===== config.mk =====
export PLATFORM = sky130hd
export DESIGN_NAME = rx_packet_ctrl
export DESIGN_NICKNAME = d
export VERILOG_FILES = /design/src/rtl/rx_packet_ctrl.sv
export SDC_FILE = /design/constraint.sdc
export NUM_CORES = 1
export LEC_CHECK = 0
export ABC_AREA = 1
export BUFFER_PORTS_ARGS = -buffer_cell sky130_fd_sc_hd__buf_2
export CAP_MARGIN = 30
export CORE_MARGIN = 2
export CORE_UTILIZATION = 57
export CTS_CLUSTER_DIAMETER = 150
export DETAILED_ROUTE_END_ITERATION = 7
export PLACE_DENSITY_LB_ADDON = 0.08
export SYNTH_ARGS = -nofsm -noshare
export SYNTH_HDL_FRONTEND = slang
export SYNTH_SLANG_ARGS = --single-unit

===== constraint.sdc =====
create_clock -name clk -period 3.3 [get_ports clk]
set_clock_uncertainty 0.05 [all_clocks]
set_input_delay 0.99 -clock clk [delete_from_list [all_inputs] [get_ports clk]]
set_output_delay 0.99 -clock clk [all_outputs]
set_load 0.01 [all_outputs]

===== src/rtl/rx_packet_ctrl.sv =====
// rx_packet_ctrl
//   Receive-side packet sequencer. Drives the bit-timing block (count enable
//   and clear), checks the SYNC and PID bytes, pushes each data byte into the
//   RX FIFO, recognises a well-formed end of packet and flags framing, PID and
//   overflow errors.
//
// Ports
//   clk            system clock
//   n_rst          asynchronous active-low reset
//   d_edge         one-cycle pulse on any bus transition
//   eop            SE0 level (held for at least two bit periods)
//   shift_enable   one-cycle pulse per received bit
//   byte_received  one-cycle pulse after the 8th bit of a byte
//   rcv_data       shift-register contents
//   rcving         count enable to the timer
//   timer_clear    synchronous clear to the timer
//   w_enable       one-cycle FIFO push of rcv_data
//   pid            latched packet PID
//   pid_valid      pid holds a checked value
//   r_error        sticky error flag, cleared at the next packet start
//   rx_done        one-cycle pulse when a good packet completes
//   byte_count     data bytes stored in the current/last packet
module rx_packet_ctrl #(
  parameter logic [7:0]  SYNC_BYTE = 8'h80,
  parameter int unsigned MAX_BYTES = 64
) (
  input  logic                             clk,
  input  logic                             n_rst,
  input  logic                             d_edge,
  input  logic                             eop,
  input  logic                             shift_enable,
  input  logic                             byte_received,
  input  logic [7:0]                       rcv_data,
  output logic                             rcving,
  output logic                             timer_clear,
  output logic                             w_enable,
  output logic [3:0]                       pid,
  output logic                             pid_valid,
  output logic                             r_error,
  output logic                             rx_done,
  output logic [$clog2(MAX_BYTES+1)-1:0]   byte_count
);

  localparam int unsigned CNT_W = $clog2(MAX_BYTES + 1);
  localparam logic [CNT_W-1:0] MAX_CNT = CNT_W'(MAX_BYTES);

  typedef enum logic [3:0] {
    IDLE,
    SYNC_RCV,
    SYNC_CHK,
    PID_RCV,
    PID_CHK,
    DATA_RCV,
    STORE,
    EOP_WAIT,
    DONE,
    ERR_EOP,
    ERR_IDLE
  } state_e;

  state_e           state_q, state_d;
  logic [3:0]       pid_q, pid_d;
  logic             pid_valid_q, pid_valid_d;
  logic             r_error_q, r_error_d;
  logic [CNT_W-1:0] byte_count_q, byte_count_d;
  logic [2:0]       bit_cnt_q, bit_cnt_d;

  logic pkt_start;
  logic pid_ok;
  logic sync_ok;
  logic fifo_full;

  assign pkt_start = (state_q == IDLE) && d_edge;
  assign sync_ok   = (rcv_data == SYNC_BYTE);
  assign pid_ok    = (rcv_data[3:0] == ~rcv_data[7:4]);
  assign fifo_full = (byte_count_q == MAX_CNT);

  // Next-state logic. eop is a level, so ignoring it in the one-cycle check
  // states loses nothing: it is seen again in the state that follows.
  always_comb begin
    state_d = state_q;
    unique case (state_q)
      IDLE:     if (d_edge) state_d = SYNC_RCV;
      SYNC_RCV: begin
        if (byte_received)  state_d = SYNC_CHK;
        else if (eop)       state_d = ERR_IDLE;
      end
      SYNC_CHK: state_d = sync_ok ? PID_RCV : ERR_EOP;
      PID_RCV: begin
        if (byte_received)  state_d = PID_CHK;
        else if (eop)       state_d = ERR_IDLE;
      end
      PID_CHK:  state_d = pid_ok ? DATA_RCV : ERR_EOP;
      DATA_RCV: begin
        if (byte_received)        state_d = STORE;
        else if (eop) begin
          // EOP is only well formed when it lands on a byte boundary.
          if (bit_cnt_q == 3'd0)  state_d = EOP_WAIT;
          else                    state_d = ERR_IDLE;
        end
      end
      STORE:    state_d = fifo_full ? ERR_EOP : DATA_RCV;
      EOP_WAIT: if (d_edge) state_d = DONE;
      DONE:     state_d = IDLE;
      ERR_EOP:  if (eop) state_d = ERR_IDLE;
      ERR_IDLE: if (d_edge && !eop) state_d = IDLE;
      default:  state_d = IDLE;
    endcase
  end

  // Packet bookkeeping. Status from the previous packet is held until the
  // edge that starts the next one.
  always_comb begin
    pid_d        = pid_q;
    pid_valid_d  = pid_valid_q;
    r_error_d    = r_error_q;
    byte_count_d = byte_count_q;
    bit_cnt_d    = bit_cnt_q;

    if (pkt_start) begin
      pid_valid_d  = 1'b0;
      r_error_d    = 1'b0;
      byte_count_d = '0;
      bit_cnt_d    = '0;
    end

    if ((state_q == PID_CHK) && pid_ok) begin
      pid_d       = rcv_data[3:0];
      pid_valid_d = 1'b1;
    end

    if (state_q == DATA_RCV) begin
      if (byte_received)     bit_cnt_d = '0;
      else if (shift_enable) bit_cnt_d = bit_cnt_q + 3'd1;
    end

    if ((state_q == STORE) && !fifo_full) begin
      byte_count_d = byte_count_q + CNT_W'(1);
    end

    // Registered on entry so the flag is already high in both error states.
    if ((state_d == ERR_EOP) || (state_d == ERR_IDLE)) begin
      r_error_d = 1'b1;
    end
  end

  always_ff @(posedge clk or negedge n_rst) begin
    if (!n_rst) begin
      state_q      <= IDLE;
      pid_q        <= '0;
      pid_valid_q  <= 1'b0;
      r_error_q    <= 1'b0;
      byte_count_q <= '0;
      bit_cnt_q    <= '0;
    end else begin
      state_q      <= state_d;
      pid_q        <= pid_d;
      pid_valid_q  <= pid_valid_d;
      r_error_q    <= r_error_d;
      byte_count_q <= byte_count_d;
      bit_cnt_q    <= bit_cnt_d;
    end
  end

  // Moore outputs, decoded purely from registered state.
  always_comb begin
    rcving      = 1'b0;
    timer_clear = 1'b0;
    w_enable    = 1'b0;
    rx_done     = 1'b0;
    unique case (state_q)
      SYNC_RCV, SYNC_CHK, PID_RCV, PID_CHK, DATA_RCV: rcving = 1'b1;
      STORE: begin
        rcving   = 1'b1;
        w_enable = !fifo_full;
      end
      IDLE, EOP_WAIT, ERR_EOP, ERR_IDLE: timer_clear = 1'b1;
      DONE: begin
        timer_clear = 1'b1;
        rx_done     = 1'b1;
      end
      default: ;
    endcase
  end

  assign pid        = pid_q;
  assign pid_valid  = pid_valid_q;
  assign r_error    = r_error_q;
  assign byte_count = byte_count_q;

  a_wen_not_done: assert property (@(posedge clk) disable iff (!n_rst)
    !(w_enable && rx_done));
  a_count_bounded: assert property (@(posedge clk) disable iff (!n_rst)
    byte_count_q <= MAX_CNT);

endmodule


==> impl_metrics.env <==
export IMPL_fin_tns_setup_ps=0
export IMPL_ctsHtreeMaxLevel=1
export IMPL_grt_overflow=0
export IMPL_nNetsFinal=258
export IMPL_path_delay_family="flip-flops"
export IMPL_startpoint_type="flop"
export IMPL_die_x_um=53.0
export IMPL_period_minus_slack_ps=2610
export IMPL_fin_crit_sh=0.791
export IMPL_io_buffers=30
export IMPL_synth_area_top_cells="dfrtp_1, nand2_1, inv_1, nor2_1, nand3_1"
export IMPL_die_h_um=53.0
export IMPL_max_freq_mhz=383
export IMPL_final_common_cell="nand2_1"
export IMPL_setup_viol=0
export IMPL_syn_nets=224
export IMPL_final_hold_viol_count=0
export IMPL_clockRootBuffer="clkbuf_4"
export IMPL_globalplace_congestion=0.862
export IMPL_rsz0062_at_grt="false"
export IMPL_core_rowCount=17
export IMPL_crit_slowest_cell="dfrtp_1"
export IMPL_p_per_area_nw_per_um2=630
export IMPL_post_route_util=0.718
export IMPL_clk_latency_ps=310
export IMPL_grt_use_met3=0.0339
export IMPL_drc=0
export IMPL_clkTransAtPathRegs_ps=120
export IMPL_antenna_cells=0
export IMPL_crit_path_max_incr_delay_ps=440
export IMPL_grt_max_degree=21
export IMPL_place_ws_ps=1040
export IMPL_avgViaCountPerCell=5.21
export IMPL_hold_class="reg2reg"
export IMPL_cts_resized=0
export IMPL_arrival_ps=1570
export IMPL_synthDominantCellAreaShare=0.365
export IMPL_routedWlPerCell_um=12.0
export IMPL_fillers=206
export IMPL_drtIter0Drc=21
export IMPL_dieArea_um2=2810
export IMPL_grt_busiest_layer="met2"
export IMPL_cts_hold_buf=0
export IMPL_cts_setup_buffers=0
export IMPL_drive_above_1_share=0.201
export IMPL_finalWirelength_mm=3.20
export IMPL_grt_use_met1=0.342
export IMPL_clock_sinks=20
export IMPL_synth_ff_type="dfrtp_1"
export IMPL_dpl_hpwl_mm=2.50
export IMPL_slew_headroom=0.707
export IMPL_cts_buffer_depth=2
export IMPL_grt_pass1_wl_mm=5.65
export IMPL_synth_avg_cell_area_um2=6.65
export IMPL_synth_edf_count=0
export IMPL_final_cell_mix="nand2_1, inv_1, buf_2"
export IMPL_synthToLayoutAreaGrowth_pct=17.0
export IMPL_initial_core_util=0.613
export IMPL_end_kind="output port"
export IMPL_globalRouteTotalUtil=0.277
export IMPL_ys_seq_area_frac=0.365
export IMPL_core_um2=2230
export IMPL_async_reset_ff_frac=1.00
export IMPL_dr_pass1_iters=4
export IMPL_cts_tree="built"
export IMPL_synth_cell_types=25
export IMPL_grt_use_met2=0.483
export IMPL_synthCells=206
export IMPL_crit_chain="inv_1 -> ha_1 -> nand2_1 -> o21ai_2 -> inv_4 -> buf_2"
export IMPL_ys_ff_latch=20
export IMPL_critical_path_required_ps=2260
export IMPL_cp_num_buf_inv=3
export IMPL_synth_largest_area_cell="dfrtp_1"
export IMPL_setup_ws_ps=690
export IMPL_cts_buffers_inserted=3
export IMPL_drtAntennaViolNets=0
export IMPL_path_class="reg2out"
export IMPL_netlist_area_um2=1370
export IMPL_final_max_slew_violation_count=0
export IMPL_path_max_fanout=6
export IMPL_io_pins=31
export IMPL_drv_cap=0
export IMPL_num_vias=1392
export IMPL_grt_pass1_vias=1327
export IMPL_yosysWarnings=0
export IMPL_power_mw=1.01
export IMPL_status="finished, final reports clean"
export IMPL_vdd_drop_max_uv=595
export IMPL_fin_area_um2=1600
export IMPL_tightest_slew_ps=439
export IMPL_placed_cell_area_um2=1550
export IMPL_antenna_found_initial=0
export IMPL_power_leakage_nw=0.956
## state kept, by name, indices dropped and copies added (netlist names)
signal      count
r_error         1
state_q         4
pid_valid       1
byte_count      7
bit_cnt_q       3
pid             4
## cells in the mapped netlist (3+ instances only)
library cell	number
dfrtp_1	20
nor2_1	29
a21oi_1	5
nand3_1	11
nand2_1	63
ha_1	4
inv_1	32
o22ai_1	3
o21ai_1	6
xor2_1	3
o21ai_0	6
inv_2	4
## per-stage QoR
stage | hold WS, ps | cells
3_5_place_dp | 423 | 263
6_report | 457 | 267
2_1_floorplan | 419 | 206
3_3_place_gp | 416 | 263
4_1_cts | 453 | 267
5_1_grt | 501 | 267
## final cells by class
cell class,count,area (µm²),share of cell area
Clock inverter,1,30.0,0.0187
Sequential cell,20,500,0.312
Inverter,37,141,0.0882
Clock buffer,3,22.5,0.0141
Multi-Input combinational cell,148,723,0.451
Timing Repair Buffer,30,150,0.0937
Tap cell,28,35.0,0.0219
## power by group
part,internal (mW),switching [mW]
Clock,0.123,0.0758
Combinational,0.160,0.291
Sequential,0.297,0.0632
## worst paths after layout
| path | from | endpoint | slack (ps) | cells after the start |
|---|---|---|---|---|
| min reg2reg | pid_valid | pid_valid | 460 | 2 |
| max in group asynchronous | n_rst | state_q[0] | 2330 | 1 |
| max | byte_count[1] | w_enable | 690 | 6 |
| max reg2reg | byte_count[1] | byte_count[1] | 1700 | 8 |
| min | pid_valid | pid_valid | 460 | 2 |
| min in group asynchronous | n_rst | byte_count[3] | 550 | 1 |
## routing by layer
metal | up-vias | wire (µm)
met5 | - | 0
met4 | 0 | 57
met3 | 8 | 136
met2 | 35 | 1620
met1 | 630 | 1390
li1 | 719 | -
## cell families after synthesis
kind of cell	share of synthesized area
AO/OA/AOI/OAI	0.111
XOR/XNOR	0.0192
adder cells (fa/ha/maj)	0.0365
buffers and inverters	0.107
flip-flops	0.365
AND/OR/NAND/NOR	0.361
## worst min-delay path, delay by kind of cell (launching register included)
kind	cells	cell delay, ps
and+or+nand+nor	2	120
DFF	1	360
(Power assumes the default switching activity.)
